File: src/rtl/mult_div_unit.sv
// Multicycle signed multiply/divide unit owning the Hi/Lo registers.
// Radix-2 Booth multiply and restoring divide, one step per clock, 32 steps per operation.
module mult_div_unit #(
    parameter int unsigned WIDTH = 32,
    parameter int unsigned CNT_W = 6
) (
    input  logic             clk,
    input  logic             reset,
    input  logic             start_mult,
    input  logic             start_div,
    input  logic [WIDTH-1:0] a,
    input  logic [WIDTH-1:0] b,
    output logic [WIDTH-1:0] hi,
    output logic [WIDTH-1:0] lo,
    output logic             busy,
    output logic             done,
    output logic             div_zero
);

    typedef enum logic [1:0] {StIdle, StMult, StDiv, StDone} state_e;

    state_e             state_q, state_d;
    logic [CNT_W-1:0]   cnt_q, cnt_d;
    logic [2*WIDTH:0]   prod_q, prod_d;   // {P, Q, q-1}
    logic [WIDTH-1:0]   opnd_q, opnd_d;   // Booth multiplicand or divisor magnitude
    logic [WIDTH-1:0]   rem_q, rem_d;
    logic [WIDTH-1:0]   quo_q, quo_d;
    logic [WIDTH-1:0]   hi_q, hi_d;
    logic [WIDTH-1:0]   lo_q, lo_d;
    logic               negq_q, negq_d;
    logic               negr_q, negr_d;
    logic               zero_q, zero_d;

    logic [WIDTH:0]     booth_p;
    logic [WIDTH:0]     booth_m;
    logic [WIDTH:0]     booth_sum;
    logic [2*WIDTH:0]   booth_nx;
    logic [WIDTH:0]     div_sh;
    logic [WIDTH:0]     div_diff;
    logic [WIDTH-1:0]   rem_nx;
    logic [WIDTH-1:0]   quo_nx;
    logic               last_step;

    // P is sign-extended to 33 bits so adding/subtracting -2^31 cannot overflow.
    always_comb begin
        booth_p = {prod_q[2*WIDTH], prod_q[2*WIDTH:WIDTH+1]};
        booth_m = {opnd_q[WIDTH-1], opnd_q};
        unique case (prod_q[1:0])
            2'b01:   booth_sum = booth_p + booth_m;
            2'b10:   booth_sum = booth_p - booth_m;
            default: booth_sum = booth_p;
        endcase
        booth_nx = {booth_sum, prod_q[WIDTH:1]};
    end

    always_comb begin
        div_sh   = {rem_q, quo_q[WIDTH-1]};
        div_diff = div_sh - {1'b0, opnd_q};
        rem_nx   = div_diff[WIDTH] ? div_sh[WIDTH-1:0] : div_diff[WIDTH-1:0];
        quo_nx   = {quo_q[WIDTH-2:0], ~div_diff[WIDTH]};
    end

    assign last_step = (cnt_q == CNT_W'(WIDTH - 1));

    always_comb begin
        state_d = state_q;
        cnt_d   = cnt_q;
        prod_d  = prod_q;
        opnd_d  = opnd_q;
        rem_d   = rem_q;
        quo_d   = quo_q;
        hi_d    = hi_q;
        lo_d    = lo_q;
        negq_d  = negq_q;
        negr_d  = negr_q;
        zero_d  = zero_q;
        unique case (state_q)
            StIdle: begin
                if (start_mult) begin
                    prod_d  = {{WIDTH{1'b0}}, a, 1'b0};
                    opnd_d  = b;
                    cnt_d   = '0;
                    state_d = StMult;
                end else if (start_div && (b != '0)) begin
                    rem_d   = '0;
                    quo_d   = a[WIDTH-1] ? -a : a;
                    opnd_d  = b[WIDTH-1] ? -b : b;
                    negq_d  = a[WIDTH-1] ^ b[WIDTH-1];
                    negr_d  = a[WIDTH-1];
                    cnt_d   = '0;
                    state_d = StDiv;
                end else if (start_div) begin
                    zero_d  = 1'b1;
                    state_d = StDone;
                end
            end
            StMult: begin
                prod_d = booth_nx;
                cnt_d  = cnt_q + 1'b1;
                if (last_step) begin
                    hi_d    = booth_nx[2*WIDTH:WIDTH+1];
                    lo_d    = booth_nx[WIDTH:1];
                    state_d = StDone;
                end
            end
            StDiv: begin
                rem_d = rem_nx;
                quo_d = quo_nx;
                cnt_d = cnt_q + 1'b1;
                if (last_step) begin
                    lo_d    = negq_q ? -quo_nx : quo_nx;
                    hi_d    = negr_q ? -rem_nx : rem_nx;
                    state_d = StDone;
                end
            end
            StDone: begin
                zero_d  = 1'b0;
                state_d = StIdle;
            end
            default: state_d = StIdle;
        endcase
    end

    always_ff @(posedge clk) begin
        if (reset) begin
            state_q <= StIdle;
            cnt_q   <= '0;
            prod_q  <= '0;
            opnd_q  <= '0;
            rem_q   <= '0;
            quo_q   <= '0;
            hi_q    <= '0;
            lo_q    <= '0;
            negq_q  <= 1'b0;
            negr_q  <= 1'b0;
            zero_q  <= 1'b0;
        end else begin
            state_q <= state_d;
            cnt_q   <= cnt_d;
            prod_q  <= prod_d;
            opnd_q  <= opnd_d;
            rem_q   <= rem_d;
            quo_q   <= quo_d;
            hi_q    <= hi_d;
            lo_q    <= lo_d;
            negq_q  <= negq_d;
            negr_q  <= negr_d;
            zero_q  <= zero_d;
        end
    end

    assign hi       = hi_q;
    assign lo       = lo_q;
    assign busy     = (state_q == StMult) || (state_q == StDiv);
    assign done     = (state_q == StDone);
    assign div_zero = (state_q == StDone) && zero_q;

endmodule

File: config.mk
export PLATFORM = sky130hd
export DESIGN_NAME = mult_div_unit
export DESIGN_NICKNAME = d
export VERILOG_FILES = /design/src/rtl/mult_div_unit.sv
export SDC_FILE = /design/constraint.sdc
export NUM_CORES = 1
export LEC_CHECK = 0
export CAP_MARGIN = 20
export CORE_UTILIZATION = 57
export DETAILED_ROUTE_END_ITERATION = 8
export PLACE_DENSITY = 0.78
export SYNTH_ARGS = -nofsm -noshare
export SYNTH_HDL_FRONTEND = slang
export SYNTH_SLANG_ARGS = --single-unit
File: constraint.sdc
create_clock -name clk -period 11.64 [get_ports clk]
set_input_delay 1.746 -clock clk [delete_from_list [all_inputs] [get_ports clk]]
set_output_delay 1.746 -clock clk [all_outputs]
set_load 0.02 [all_outputs]
==> qor.csv <==
metric,value,unit
grt_setup_unrepaired,false,
synth_top_cell_area_share,0.275,
grt_first_pass_wirelength,83.7,mm
worst-slew-pin-transition,1170,ps
dr.first_iter.drc_count,1876,
report.final.hold_viol_count,0,
cts-hold-fix-buffers,0,
antenna_left,0,
starting_utilization_of_the_core_area,0.579,
dominant_combinational_cell_family_by_area_after_synthesis,compound AO/OA/AOI/OAI gates,
met3_length,4.61,mm
mux_contribution_to_synthesized_area,0.0354,
synth.yosys.warnings,0,
final_net_count,2493,
grt_start_max_net_pins,137,
final.setup.tns,0,ps
seq_power_share,0.266,
post-route-util,0.664,
core-area,29600,µm²
yosys.area_share.xor_xnor,0.103,
drv_slew,0,
port_buffers,134,
grt.overflow.total,0,
cap_viol_max_count,0,
min_period_over_period,0.536,
type_of_the_tightest_min_delay_check,register to register,
cpMostUsedCell,sky130_fd_sc_hd__nand2_1,
mappedNetlistNets,2447,
layout-drive-gt1-share,0.0485,
detailed_route_wire_length,53.4,mm
cp_slowest_cell,sky130_fd_sc_hd__fa_1,
synthSimpleGateAreaFrac,0.216,
crit_path_required_time,12100,ps
crit_path_max_fanout,54,
clk_latency,550,ps
synth_enable_flop_cells,0,
wirelength_met1,24.8,mm
internal_power,2210,µW
power.static_leakage,0.00720,µW
power.clock.fraction,0.240,
vias,17344,
period_needed,6240,ps
cts_root_buffer,sky130_fd_sc_hd__clkbuf_16,
grt_pass1_vias,15617,
net-switching-power,1760,µW
synthCells,2302,
status,"complete, no violations",
cts-htree-levels,1,
post_synth_adder_cell_area,0.0570,
synth_area_leaders,"sky130_fd_sc_hd__dfxtp_1, sky130_fd_sc_hd__nor2_1, sky130_fd_sc_hd__nand2_1",
cts_post_setup_buffers_inserted,0,
clockBufferDepth,3,
die_height,176,µm
die_area,30800,µm²
top_layer_used,met4,
remaining_drc_errors,0,
num_io_pins,135,
max_stage_delay,510,ps
synth_seq_cells,236,
yosysTopAreaCell,sky130_fd_sc_hd__dfxtp_1,
slew_hr,0.211,
synth_cell_type_count,89,
grtUsageTotal,0.335,
drt-pass1-iter-count,5,
worst_setup_path_end_kind,register,
numCtsBuffers,28,
synth_compound_gate_area_share,0.265,
cp.buffers_inverters,4,
cts.reportedPaths.clkPinSlew,70,ps
fmax,160,MHz
sw_frac_of_total,0.444,
hpwl_after_detailed_placement,38.8,mm
finalClockSkew,8.31,ps
combPwrFrac,0.495,
power.density_cell_area,202,nW/µm²
finalSetupViolCount,0,
dieWidth,176,µm
post_drt_wl_per_cell,19.4,µm
insertedDiodeCount,0,
tritoncts,done,
antenna_violations_before_repair,0,
worst-endpoint-arrival,6700,ps
worst_path_dominant_cell_family,simple AND/OR/NAND/NOR gates,
fp-row-count,63,
critPathKind,register to register,
postSynth.asyncResetShare,0,
path_cells,"inv_1, fa_1, a211oi_2, o211ai_2, and2_4, a21o_4, a41oi_4, xnor2_4, buf_4, inv_2, nand2_1, nand2_1, inv_1, ha_1, nand3_1, nor4_1, mux2i_1, or2_1, nor3_2, nand2_1, o221a_1, a31oi_1",
synth.cell_area,17200,µm²
irDropWorstVdd,0.135,mV
seq_area_frac_synth,0.275,
postCtsResizedCells,0,
met2_wirelength,23.0,mm
vias_per_cell,6.29,
cp-start-kind,register,
ys.flop_type,sky130_fd_sc_hd__dfxtp_1,
area_growth,14.6,%
globalplace.congestion,0.940,
tritoncts_num_sinks,236,
postSynthAreaPerCell,7.46,µm²
-- layer usage --
layer  global-route usage  up-vias
li1                     -     8361
met1                0.499     8203
met2                0.502      711
met3               0.0563       69
met4               0.0696        0
met5                    0        -
-- worst reg2reg max path: cells and delay by family, from the launching register on --
family / cells / cell delay, ps
fa+ha+maj: 2 / 750
simple gates: 8 / 1920
compound gates: 6 / 1440
buf+inv: 4 / 1210
mux: 1 / 240
flops: 1 / 430
xor+xnor: 1 / 140
-- path summary, 6_finish.rpt --
kind                                from  cells past startpoint             endpoint  slack [ps]
setup / recovery  opnd_q[1]$_SDFFE_PP0P_                     22  hi[28]$_SDFFE_PP0P_        5400
hold / removal        lo[2]$_SDFFE_PP0P_                      2   lo[2]$_SDFFE_PP0P_         470
setup reg to reg  opnd_q[1]$_SDFFE_PP0P_                     22  hi[28]$_SDFFE_PP0P_        5400
hold reg to reg       lo[2]$_SDFFE_PP0P_                      2   lo[2]$_SDFFE_PP0P_         470
-- synthesized netlist by cell type, types with 6 or more instances --
cell	number
sky130_fd_sc_hd__nor2_1	322
sky130_fd_sc_hd__nand2_1	257
sky130_fd_sc_hd__dfxtp_1	236
sky130_fd_sc_hd__a21oi_1	180
sky130_fd_sc_hd__o21ai_0	138
sky130_fd_sc_hd__clkbuf_1	115
sky130_fd_sc_hd__a211oi_1	107
sky130_fd_sc_hd__xor2_1	100
sky130_fd_sc_hd__xnor2_1	99
sky130_fd_sc_hd__ha_1	75
sky130_fd_sc_hd__inv_1	69
sky130_fd_sc_hd__mux2i_1	55
sky130_fd_sc_hd__a22oi_1	47
sky130_fd_sc_hd__nor3_1	47
sky130_fd_sc_hd__o31ai_1	35
sky130_fd_sc_hd__nand3_1	34
sky130_fd_sc_hd__a31oi_1	28
sky130_fd_sc_hd__nand2b_1	22
sky130_fd_sc_hd__nor4_1	20
sky130_fd_sc_hd__or4_1	17
sky130_fd_sc_hd__a21o_1	15
sky130_fd_sc_hd__o41ai_1	15
sky130_fd_sc_hd__and3_1	14
sky130_fd_sc_hd__nor2b_1	14
sky130_fd_sc_hd__o211ai_1	14
sky130_fd_sc_hd__or3_1	14
sky130_fd_sc_hd__buf_2	13
sky130_fd_sc_hd__o21a_1	13
sky130_fd_sc_hd__and2_1	11
sky130_fd_sc_hd__buf_1	11
sky130_fd_sc_hd__or2_2	11
sky130_fd_sc_hd__nand4_1	10
sky130_fd_sc_hd__o21ai_1	9
sky130_fd_sc_hd__a221oi_1	8
sky130_fd_sc_hd__a2bb2oi_1	8
sky130_fd_sc_hd__a311oi_1	7
sky130_fd_sc_hd__and4_1	7
sky130_fd_sc_hd__a2111oi_0	6
sky130_fd_sc_hd__a41oi_1	6
sky130_fd_sc_hd__o22ai_1	6
-- area by class of cell --
cell class	instances	area, µm²
fillers	2651	9960
flip-flops and latches	236	4720
well taps	390	488
multi-input cells	1854	11700
repair buffers	156	1510
inverters	72	270
clock inverters	16	209
clock buffers	35	798
-- state kept, by name, indices dropped and copies added (netlist names) --
| name | flops |
|---|---|
| lo | 32 |
| opnd_q | 32 |
| cnt_q | 6 |
| prod_q | 65 |
| rem_q | 32 |
| negr_q | 1 |
| state_q | 2 |
| hi | 32 |
| negq_q | 1 |
| quo_q | 32 |
| zero_q | 1 |
-- power by group through the flow --
stage	Clock [µW]	Combinational, µW	Sequential, µW
after floorplan	0	1460	1030
after global placement	0	1870	1060
after detailed placement	0	1910	1070
after CTS	956	1920	1050
after global routing	992	2140	1070
final	952	1960	1060
-- cells by family (layout without fill, tap and decap cells) --
logic type / Yosys count / count (layout)
and+or+nand+nor: 822 / 822
AOI/OAI and AO/OA: 695 / 695
DFF: 236 / 236
buffers and inverters: 212 / 279
xor gates and xnor gates: 200 / 200
adders and majority gates: 77 / 77
muxes: 60 / 60
-- stage by stage --
step           worst slack, ps  cell area, µm²  hold slack [ps]  power [µW]  instances
2_1_floorplan             6940           17200              441        2490       2302
5_1_grt                   5080           19700              493        4200       2759
4_1_cts                   5620           19700              469        3930       2758
3_3_place_gp              5440           18700              449        2930       2707
3_5_place_dp              5230           18700              461        2970       2707
6_report                  5400           19700              466        3970       2759
-- cell usage in the layout, fill, tap and decap left out, types with 54 or more instances in the layout --
master | Yosys | layout
sky130_fd_sc_hd__a211oi_1 | 107 | 107
sky130_fd_sc_hd__nor2_1 | 322 | 322
sky130_fd_sc_hd__o21ai_0 | 138 | 137
sky130_fd_sc_hd__nand2_1 | 257 | 257
sky130_fd_sc_hd__clkdlybuf4s50_1 | 0 | 133
sky130_fd_sc_hd__mux2i_1 | 55 | 54
sky130_fd_sc_hd__a21oi_1 | 180 | 179
sky130_fd_sc_hd__dfxtp_1 | 236 | 236
sky130_fd_sc_hd__inv_1 | 69 | 69
sky130_fd_sc_hd__xnor2_1 | 99 | 99
sky130_fd_sc_hd__ha_1 | 75 | 73
sky130_fd_sc_hd__xor2_1 | 100 | 100
Power figures use the tool's default switching activity.
